**src/rtl/vending_machine_core_pkg.sv**
```systemverilog
`default_nettype none
// ============================================================================
// Package : vm_pkg
// Brief   : Key codes, coin/price tables, credit limit, segment patterns and
//           BCD/segment helper functions for vending_machine_core.
// Revision: 1.0 - initial release
// ============================================================================
package vm_pkg;

  localparam logic [3:0] KEY_COIN5   = 4'd0;
  localparam logic [3:0] KEY_COIN10  = 4'd1;
  localparam logic [3:0] KEY_COIN25  = 4'd2;
  localparam logic [3:0] KEY_COIN100 = 4'd3;
  localparam logic [3:0] KEY_ITEM0   = 4'd4;
  localparam logic [3:0] KEY_ITEM7   = 4'd11;
  localparam logic [3:0] KEY_CANCEL  = 4'd12;

  localparam logic [9:0] CREDIT_MAX = 10'd999;

  localparam logic [9:0] COIN_VALUE [4] = '{10'd5, 10'd10, 10'd25, 10'd100};
  localparam logic [9:0] ITEM_PRICE [8] = '{10'd25,  10'd50,  10'd75,  10'd100,
                                            10'd125, 10'd150, 10'd175, 10'd200};

  // Segment order {g,f,e,d,c,b,a}, active-low
  localparam logic [6:0] SEG_0     = 7'h40;
  localparam logic [6:0] SEG_1     = 7'h79;
  localparam logic [6:0] SEG_2     = 7'h24;
  localparam logic [6:0] SEG_3     = 7'h30;
  localparam logic [6:0] SEG_4     = 7'h19;
  localparam logic [6:0] SEG_5     = 7'h12;
  localparam logic [6:0] SEG_6     = 7'h02;
  localparam logic [6:0] SEG_7     = 7'h78;
  localparam logic [6:0] SEG_8     = 7'h00;
  localparam logic [6:0] SEG_9     = 7'h10;
  localparam logic [6:0] SEG_BLANK = 7'h7F;

  // Position of the single low bit of an active-low one-hot line group
  function automatic logic [1:0] low_idx(input logic [3:0] n);
    case (n)
      4'b1110: low_idx = 2'd0;
      4'b1101: low_idx = 2'd1;
      4'b1011: low_idx = 2'd2;
      4'b0111: low_idx = 2'd3;
      default: low_idx = 2'd0;
    endcase
  endfunction

  // {hundreds, tens, units}; input is never above CREDIT_MAX
  function automatic logic [11:0] bin_to_bcd(input logic [9:0] v);
    logic [3:0] h;
    logic [3:0] t;
    logic [3:0] u;
    h = 4'(v / 10'd100);
    t = 4'((v % 10'd100) / 10'd10);
    u = 4'(v % 10'd10);
    bin_to_bcd = {h, t, u};
  endfunction

  function automatic logic [6:0] seg_decode(input logic [3:0] d);
    case (d)
      4'd0:    seg_decode = SEG_0;
      4'd1:    seg_decode = SEG_1;
      4'd2:    seg_decode = SEG_2;
      4'd3:    seg_decode = SEG_3;
      4'd4:    seg_decode = SEG_4;
      4'd5:    seg_decode = SEG_5;
      4'd6:    seg_decode = SEG_6;
      4'd7:    seg_decode = SEG_7;
      4'd8:    seg_decode = SEG_8;
      4'd9:    seg_decode = SEG_9;
      default: seg_decode = SEG_BLANK;
    endcase
  endfunction

endpackage
`default_nettype wire

```
**src/rtl/vending_machine_core_kpd_debounce.sv**
```systemverilog
`default_nettype none
// ============================================================================
// Module  : kpd_debounce
// Brief   : 4x4 active-low keypad decoder with stability counter; emits one
//           press pulse per stable key, no auto-repeat.
// Revision: 1.0 - initial release
// ============================================================================
module kpd_debounce
  import vm_pkg::*;
#(
  parameter int DEBOUNCE_CYCLES = 2
) (
  input  logic       clk,
  input  logic       reset,
  input  logic [3:0] i_row,
  input  logic [3:0] i_col,
  output logic [3:0] o_code,
  output logic       o_press
);

  localparam logic [7:0] c_target = 8'(DEBOUNCE_CYCLES);

  logic       w_valid;
  logic [3:0] w_code;
  logic       w_same;
  logic [7:0] w_cnt_next;
  logic       w_fire;

  logic       r_valid;
  logic [3:0] r_code;
  logic [7:0] r_cnt;
  logic       r_press;

  assign w_valid = $onehot(~i_row) && $onehot(~i_col);
  assign w_code  = {low_idx(i_col), low_idx(i_row)};
  assign w_same  = w_valid && r_valid && (w_code == r_code);

  // Counter saturates at the target; the fire condition excludes the
  // saturated hold so a held key never repeats.
  always_comb begin
    w_cnt_next = 8'd0;
    if (!w_valid) begin
      w_cnt_next = 8'd0;
    end else if (w_same) begin
      w_cnt_next = (r_cnt == c_target) ? r_cnt : r_cnt + 8'd1;
    end else begin
      w_cnt_next = 8'd1;
    end
    w_fire = (w_cnt_next == c_target) && !(w_same && (r_cnt == c_target));
  end

  always_ff @(posedge clk or negedge reset) begin
    if (!reset) begin
      r_valid <= 1'b0;
      r_code  <= 4'd0;
      r_cnt   <= 8'd0;
      r_press <= 1'b0;
    end else begin
      r_valid <= w_valid;
      r_code  <= w_code;
      r_cnt   <= w_cnt_next;
      r_press <= w_fire;
    end
  end

  assign o_code  = r_code;
  assign o_press = r_press;

endmodule
`default_nettype wire

```
**src/rtl/vending_machine_core.sv**
```systemverilog
`default_nettype none
// ============================================================================
// Module  : vending_machine_core
// Brief   : Keypad-driven credit/vend controller with 3-digit 7-seg display.
//           Optional macro VM_BLANK_ZERO_EN enables leading-zero blanking.
// Revision: 1.0 - initial release
// ============================================================================
module vending_machine_core
  import vm_pkg::*;
#(
  parameter int DEBOUNCE_CYCLES = 2
) (
  input  logic       clk,
  input  logic       reset,
  input  logic [3:0] row,
  input  logic [3:0] shift_col,
  output logic [6:0] D0,
  output logic [6:0] D1,
  output logic [6:0] D2,
  output logic [3:0] debounced
);

  logic [3:0]  w_code;
  logic        w_press;
  logic [9:0]  w_credit_next;
  logic [9:0]  w_headroom;
  logic [9:0]  w_coin;
  logic [2:0]  w_item_idx;
  logic [9:0]  w_price;
  logic [11:0] w_bcd;

  logic [9:0]  r_credit;
  logic [3:0]  r_debounced;

  kpd_debounce #(
    .DEBOUNCE_CYCLES(DEBOUNCE_CYCLES)
  ) u_kpd_debounce (
    .clk    (clk),
    .reset  (reset),
    .i_row  (row),
    .i_col  (shift_col),
    .o_code (w_code),
    .o_press(w_press)
  );

  assign w_headroom = CREDIT_MAX - r_credit;
  assign w_coin     = COIN_VALUE[w_code[1:0]];
  assign w_item_idx = 3'(w_code - KEY_ITEM0);
  assign w_price    = ITEM_PRICE[w_item_idx];

  // Coin rejection compares against headroom so no wider adder is needed
  always_comb begin
    w_credit_next = r_credit;
    if (w_code <= KEY_COIN100) begin
      if (w_coin <= w_headroom) begin
        w_credit_next = r_credit + w_coin;
      end
    end else if (w_code <= KEY_ITEM7) begin
      if (r_credit >= w_price) begin
        w_credit_next = r_credit - w_price;
      end
    end else if (w_code == KEY_CANCEL) begin
      w_credit_next = 10'd0;
    end
  end

  always_ff @(posedge clk or negedge reset) begin
    if (!reset) begin
      r_credit    <= 10'd0;
      r_debounced <= 4'd0;
    end else if (w_press) begin
      r_credit    <= w_credit_next;
      r_debounced <= w_code;
    end
  end

  assign w_bcd     = bin_to_bcd(r_credit);
  assign debounced = r_debounced;
  assign D0        = seg_decode(w_bcd[3:0]);

`ifdef VM_BLANK_ZERO_EN
  assign D2 = (w_bcd[11:8] == 4'd0) ? SEG_BLANK : seg_decode(w_bcd[11:8]);
  assign D1 = (w_bcd[11:4] == 8'd0) ? SEG_BLANK : seg_decode(w_bcd[7:4]);
`else
  assign D2 = seg_decode(w_bcd[11:8]);
  assign D1 = seg_decode(w_bcd[7:4]);
`endif

endmodule
`default_nettype wire

```
**config.mk**
```make
export PLATFORM = sky130hd
export DESIGN_NAME = vending_machine_core
export DESIGN_NICKNAME = d
export VERILOG_FILES = /design/src/rtl/vending_machine_core_pkg.sv /design/src/rtl/vending_machine_core_kpd_debounce.sv /design/src/rtl/vending_machine_core.sv
export SDC_FILE = /design/constraint.sdc
export NUM_CORES = 1
export LEC_CHECK = 0
export CAP_MARGIN = 20
export CORE_MARGIN = 5
export CORE_UTILIZATION = 56
export DETAILED_ROUTE_END_ITERATION = 6
export GPL_TIMING_DRIVEN = 0
export PLACE_DENSITY_LB_ADDON = 0.15
export SYNTH_ARGS = -nofsm -noshare
export SYNTH_HDL_FRONTEND = slang
export SYNTH_HIERARCHICAL = 1
export SYNTH_SLANG_ARGS = --single-unit
```
**constraint.sdc**
```tcl
create_clock -name clk -period 7.1 [get_ports clk]
set_clock_uncertainty 0.05 [all_clocks]
set_input_delay 1.775 -clock clk [delete_from_list [all_inputs] [get_ports clk]]
set_output_delay 1.775 -clock clk [all_outputs]
set_load 0.05 [all_outputs]
```
==> metrics, run 1 <==
clock network fraction of design power=around a third; overflow left after global routing=0; fin. max-slew vios=0; fin area=7200 um^2; failing checks=negative setup slack; Crit. End Element=output port; Post-synth top flop=dfrtp_1; syn_nets=760; CTS tree=yes; gr usage total=27.4%; most frequent cells in the layout=buf_4 (64), ha_1 (55), a21oi_1 (53), nor2_1 (41), nand2_1 (41); Synth-to-Final Area Change=38.0%; Worst Tran Pin Value=0.761 ns; maximum buffer depth of the clock tree=2; wire length per cell=~20 um; Setup violations, final=7; reg-to-reg endpoint=r_credit[1]; Post-Route WL=18,000 um; first element of the critical path=r_credit[6]; hpwl dp=11,100 um; combinational share of power=23.9%; width of the chip=107 um; # fillers=584; CP required=5.28 ns; PortBufs=34; clock root cell=clkbuf_8; WHS Path Cells=1; CP Max Fanout=10; initial DRC count=449; Core Rows=35; critical path depth=25; Post-DP Area=5860 um^2; DRT Pass-1 Iters=5; max cap viols=0; pin count of the biggest net entering global routing=20; Reg power frac=a little over two fifths; #FFs+latches synth=28; n_diodes=0; vias in the first global route=5,781; Reg area=704 um^2; Pleak=roughly 3.1 nW; VDD IR max=0.0916 mV; yosys warns=6; Netlist cell types=88; I/O pins=35; Hold Buf Count CTS=0; min-delay worst type=flop to flop; power per standard cell area=between 50 and 60 nW/um^2; final cell count without fillers=904; RePlAce Congestion=0.930; H-tree depth=1; crit path to=D1[3]; Starting Density=between 50% and 60%; async set-or-reset flop fraction in the synthesized netlist=100%; FF-to-FF path depth=16; vias per cell=around 6.8; first-pass GRT wire length=~27,000 um; initial antenna violation count=0; reg2reg start=u_kpd_debounce/o_code[0]; Chip Height=107 um; Final min period=roughly 7.5 ns; delay-heaviest family, CP=compound AO/OA/AOI/OAI gates; CTS Sinks=28; switch share=between 20 and 30%; status=complete, but fails checks; fraction of layout cells with a size suffix above 1=30.4%; Seq/Total Area, Yosys=13.4%; flop2flop setup slack=2.88 ns; CP arrival=5.67 ns; Inst Count DP=833; CTS buffer count=3; internal power=between 0.2 and 0.3 mW; area of the mapped netlist=5220 um^2; Fin Setup TNS=-2.57 ns; NumNets Final=867; Core ar.=9150 um^2; via count=a little over 6,000; Syn Inst Count=about 690; die area=11,300 um^2; drt drc=0; Worst path most repeated cell=buf_6; crit share post-route=106%; CP startpoint kind=flop; critical path type=flop to output port; unrepaired setup endpoints after global routing=yes; clk slew on worst S/H paths=approximately 0.1 ns; Multi-input gate area=4950 um^2; Post-synth EDFFs=0; max frequency=~0.13 GHz; CP max stage cell=dfrtp_2; Routed Antenna Nets=0; Psw=0.108 mW; commonest non-fill, non-tap cell in the layout=buf_4; Worst path max stage delay=approximately 0.4 ns; Hold Fails Final Rpt=0; syn_area_per_cell=~7.6 um^2; Worst Slack Setup Final=-0.393 ns; WP buf/inv=8; Skew-Pair Late Insertion Delay=0.28 ns; Slew HR=between 40% and 50%
[area by class of cell]
cell class              count  share of cell area (%)
plain buffers              36                    3.18
clock buffers               3                   0.574
clock inverters             1                   0.417
inverters                  40                    2.28
multi-input cells         578                    68.8
flip-flops and latches     28                    9.79
well taps                 111                    1.93
repair buffers            107                    13.1
[power by group through the flow]
stage / combinational, mW / clock, mW / sequential [mW]
after detailed placement: 0.0870 / 0 / 0.168
final: 0.0921 / 0.128 / 0.165
after global placement: 0.0827 / 0 / 0.168
after global routing: 0.102 / 0.137 / 0.166
after floorplan: 0.0592 / 0 / 0.167
after CTS: 0.0899 / 0.130 / 0.165
[Yosys cell counts, types with 6 or more instances]
library cell | number | area share (%)
and2_1 | 12 | 1.4
nand4_1 | 7 | 0.84
or2_2 | 8 | 0.96
inv_1 | 38 | 2.7
o21a_1 | 6 | 0.86
nor3_1 | 30 | 2.9
xor2_1 | 15 | 2.5
nand3_1 | 20 | 1.9
or3_1 | 7 | 0.84
and3_1 | 10 | 1.2
a31oi_1 | 8 | 0.96
nor2_1 | 50 | 3.6
o21bai_1 | 6 | 0.86
xnor2_1 | 26 | 4.4
nor2b_1 | 9 | 1.1
a221oi_1 | 12 | 2.0
o211ai_1 | 12 | 1.7
o21ai_0 | 34 | 3.3
a211oi_1 | 7 | 1.0
clkbuf_1 | 30 | 2.2
ha_1 | 59 | 14
dfrtp_1 | 28 | 13
mux2i_1 | 10 | 1.9
nand2b_1 | 16 | 1.9
nand2_1 | 44 | 3.2
a21oi_1 | 61 | 5.9
a21o_1 | 11 | 1.6
[stage by stage]
stage	hold WS (ns)	utilization (%)	power [mW]	setup WS, ns
CTS	0.469	74.5	0.385	-0.112
global placement	0.440	63.9	0.251	-1.35
finish	0.464	78.6	0.385	-0.393
detailed placement	0.446	64.1	0.255	-1.42
floorplan	0.475	-	0.226	0.00638
global route	0.504	78.6	0.405	-0.488
[flip-flops by register name, indices dropped and copies added, names as in the netlist]
signal and flops:
u_kpd_debounce/r_cnt 8, u_kpd_debounce/o_code 4, u_kpd_debounce/o_press 1, r_credit 10, u_kpd_debounce/r_valid 1, debounced 4
[worst min-delay path by stage]
stage / startpoint / to / slack [ns]
3_3_place_gp: debounced[1] / debounced[1] / 0.44
6_report: debounced[0] / debounced[0] / 0.46
3_5_place_dp: debounced[0] / debounced[0] / 0.45
5_1_grt: debounced[1] / debounced[1] / 0.50
2_1_floorplan: u_kpd_debounce/r_valid / u_kpd_debounce/r_cnt[1] / 0.47
4_1_cts: debounced[0] / debounced[0] / 0.47
[kinds of logic (layout without fill, tap and decap cells)]
kind of cell,after synthesis,count (layout),share of synthesized area [%]
buffers and inverters,81,187,6.48
flip-flops,28,28,13.4
XOR/XNOR,41,41,6.89
AND/OR/NAND/NOR,240,240,25.0
AO/OA/AOI/OAI,216,216,28.9
multiplexers,15,15,3.00
adder cells (fa/ha/maj),66,66,16.3
[timing repair]
action,4_1_cts,5_1_grt
pin swaps,42,40
gates resized for setup,176,61
cloned,0,0
endpoints found under the setup margin,20,14
buffers inserted,51,22
[metal layers]
metal  part of all wire [%]  wire [um]  track usage [%]
met5                      0          0                0
met3                    6.7       1210             3.16
met4                    5.5        988             13.3
met2                     50       9000             50.1
met1                     38       6810             31.5
No activity file was read; power rests on OpenSTA's default activity.
==> run 2, diff against run 1 <==
SKIP_CTS_REPAIR_TIMING = 1   (was unset)
==> metrics, run 2 (synthesis gave the netlist of run 1 again) <==
unrepaired setup endpoints after global routing=yes; initial antenna violation count=0 (unchanged); final cell count without fillers=901 (-0.33%); power per standard cell area=54.3 nW/um^2 (+1.6%); WHS Path Cells=1 (unchanged); H-tree depth=1 (unchanged); flip-flop count of the largest register after layout=10 (unchanged); status=complete, but fails checks; wire length per cell=19.0 um (-4.4%); Skew-Pair Late Insertion Delay=0.28 ns (about the same); flop2flop setup slack=2.85 ns (-0.03 ns); min-delay worst type=flop to flop; via count=5,934 (-2.8%); Core Rows=35 (unchanged); clock root cell=clkbuf_8; clock network fraction of design power=33.1% (about the same); critical path type=flop to output port; I/O pins=35 (unchanged); max frequency=0.135 GHz (+0.82%); DRT Pass-1 Iters=5 (unchanged); vias per cell=6.59 (-2.5%); fraction of layout cells with a size suffix above 1=29.9% (-0.52 points); initial DRC count=428 (-4.7%); hpwl dp=11,100 um (unchanged); vias in the first global route=5,142 (-11%); drt drc=0 (unchanged); NumNets Final=864 (-0.35%); CTS buffer count=3 (unchanged); VDD IR max=0.0914 mV (-0.24%); fin. max-slew vios=0 (unchanged); CP required=5.28 ns (about the same); maximum buffer depth of the clock tree=2 (unchanged); Crit. End Element=output port; CP startpoint kind=flop; clk slew on worst S/H paths=0.10 ns (about the same); most frequent cells in the layout=buf_4 (67), a21oi_1 (53), ha_1 (53), nand2_1 (42), nor2_1 (39); failing checks=negative setup slack; worst hold margin=0.464 ns (-0.000279 ns); pre-CTS setup slack=-1.42 ns (unchanged); width of the chip=107 um (unchanged); Fin Setup TNS=-1.86 ns (+0.710 ns); Setup violations, final=7 (unchanged); Final min period=7.43 ns (-0.0612 ns); share of the core filled with cells=77.7% (-0.94 points); gr usage total=24.1% (-3.4 points); reg-to-reg endpoint=r_credit[1]; commonest non-fill, non-tap cell in the layout=buf_4; Worst Tran Pin Value=0.674 ns (-0.0862 ns); die area=11,300 um^2 (unchanged); biggest regs=r_credit: 10 flops, u_kpd_debounce/r_cnt: 8 flops; reg2reg start=u_kpd_debounce/o_code[0]; overflow left after global routing=0 (unchanged); Inst Count DP=833 (unchanged); Worst Hold Launch=debounced[0]; n_diodes=0 (unchanged); pin count of the biggest net entering global routing=20 (unchanged); Psw=0.109 mW (+0.90%); Hold Fails Final Rpt=0 (unchanged); Reg power frac=42.7% (-0.2 points); internal power=0.277 mW (+0.16%); crit share post-route=105% (-0.86 points); Worst Slack Setup Final=-0.332 ns (+0.0612 ns); Routed Antenna Nets=0 (unchanged); Pleak=3.05 nW (-1.9%); Post-Route WL=17,200 um (-4.7%); CTS Sinks=28 (unchanged); # fillers=595 (+1.9%); PortBufs=34 (unchanged); Slew HR=55.0% (+6.1 points); PnR Total Power=0.386 mW (+0.37%); first-pass GRT wire length=23,400 um (-12%); Synth-to-Final Area Change=36.3%; RePlAce Congestion=0.930 (unchanged); switch share=28.2% (+0.15 points); FF-to-FF path depth=16 (unchanged); CP arrival=5.61 ns (-0.06 ns); CP Max Fanout=10 (unchanged); Top reg by flops=r_credit; CTS tree=yes; Core ar.=9150 um^2 (unchanged); max cap viols=0 (unchanged); Chip Height=107 um (unchanged); Post-DP Area=5860 um^2 (unchanged); Hold EP=debounced[0]; combinational share of power=24.2% (+0.3 points); fin area=7110 um^2 (-1.2%); Starting Density=57.0% (unchanged)
-- run 2: cell count changes in the layout (fill, tap and decap cells not counted), moves of 3 or more --
cell             previous run  this run
clkbuf_2                    5        10
clkdlybuf4s15_2             5         0
buf_6                      19        15
buf_4                      64        67
-- run 2: worst max-delay path, cell delays in order, from the launching register on --
cell        delay (ns)
dfrtp_2           0.41
buf_8             0.11
clkinvlp_4        0.09
ha_4              0.19
or3_4             0.44
a21o_4            0.24
nand2_2           0.24
buf_2             0.29
o2111ai_1         0.14
a21oi_1           0.21
a211oi_2          0.10
nor3_4            0.38
a31oi_4           0.22
buf_4             0.22
nor2_2            0.15
nor3_1            0.07
o211ai_1          0.30
buf_4             0.22
nand2_8           0.06
mux2i_4           0.19
a211o_4           0.38
buf_4             0.15
buf_6             0.11
ha_4              0.15
nor2_4            0.08
a21oi_2           0.04
buf_6             0.15
-- run 2: cell type report --
type | instances | area [um^2] | share of cell area, %
repair buffers | 101 | 832 | 11.7
clock buffers | 3 | 41.3 | 0.581
well taps | 111 | 139 | 1.95
inverters | 40 | 165 | 2.32
multi-input cells | 578 | 4960 | 69.7
plain buffers | 39 | 241 | 3.40
clock inverters | 1 | 30.0 | 0.422
flip-flops and latches | 28 | 704 | 9.91
-- run 2: worst max-delay path by stage --
stage / from / to / slack [ns] / cells past startpoint
detailed placement: r_credit[6] / D1[4] / -1.42 / 24
finish: r_credit[6] / D1[0] / -0.33 / 26
CTS: r_credit[6] / D1[4] / -1.76 / 24
global placement: r_credit[6] / D1[4] / -1.35 / 23
global route: r_credit[6] / D1[0] / -0.47 / 25
floorplan: r_credit[6] / D1[1] / 0.006 / 22
-- run 2: per-layer routing --
layer	track usage, %	routed length, um
met4	8.95	856
met5	0	0
met3	1.88	995
met2	44.7	8700
met1	28.8	6600
-- run 2: power by group through the flow --
stage | combinational (mW) | sequential, mW | clock (mW)
finish | 0.0934 | 0.165 | 0.128
global route | 0.104 | 0.166 | 0.137
CTS | 0.0874 | 0.165 | 0.130
detailed placement | 0.0870 | 0.168 | 0
global placement | 0.0827 | 0.168 | 0
floorplan | 0.0592 | 0.167 | 0
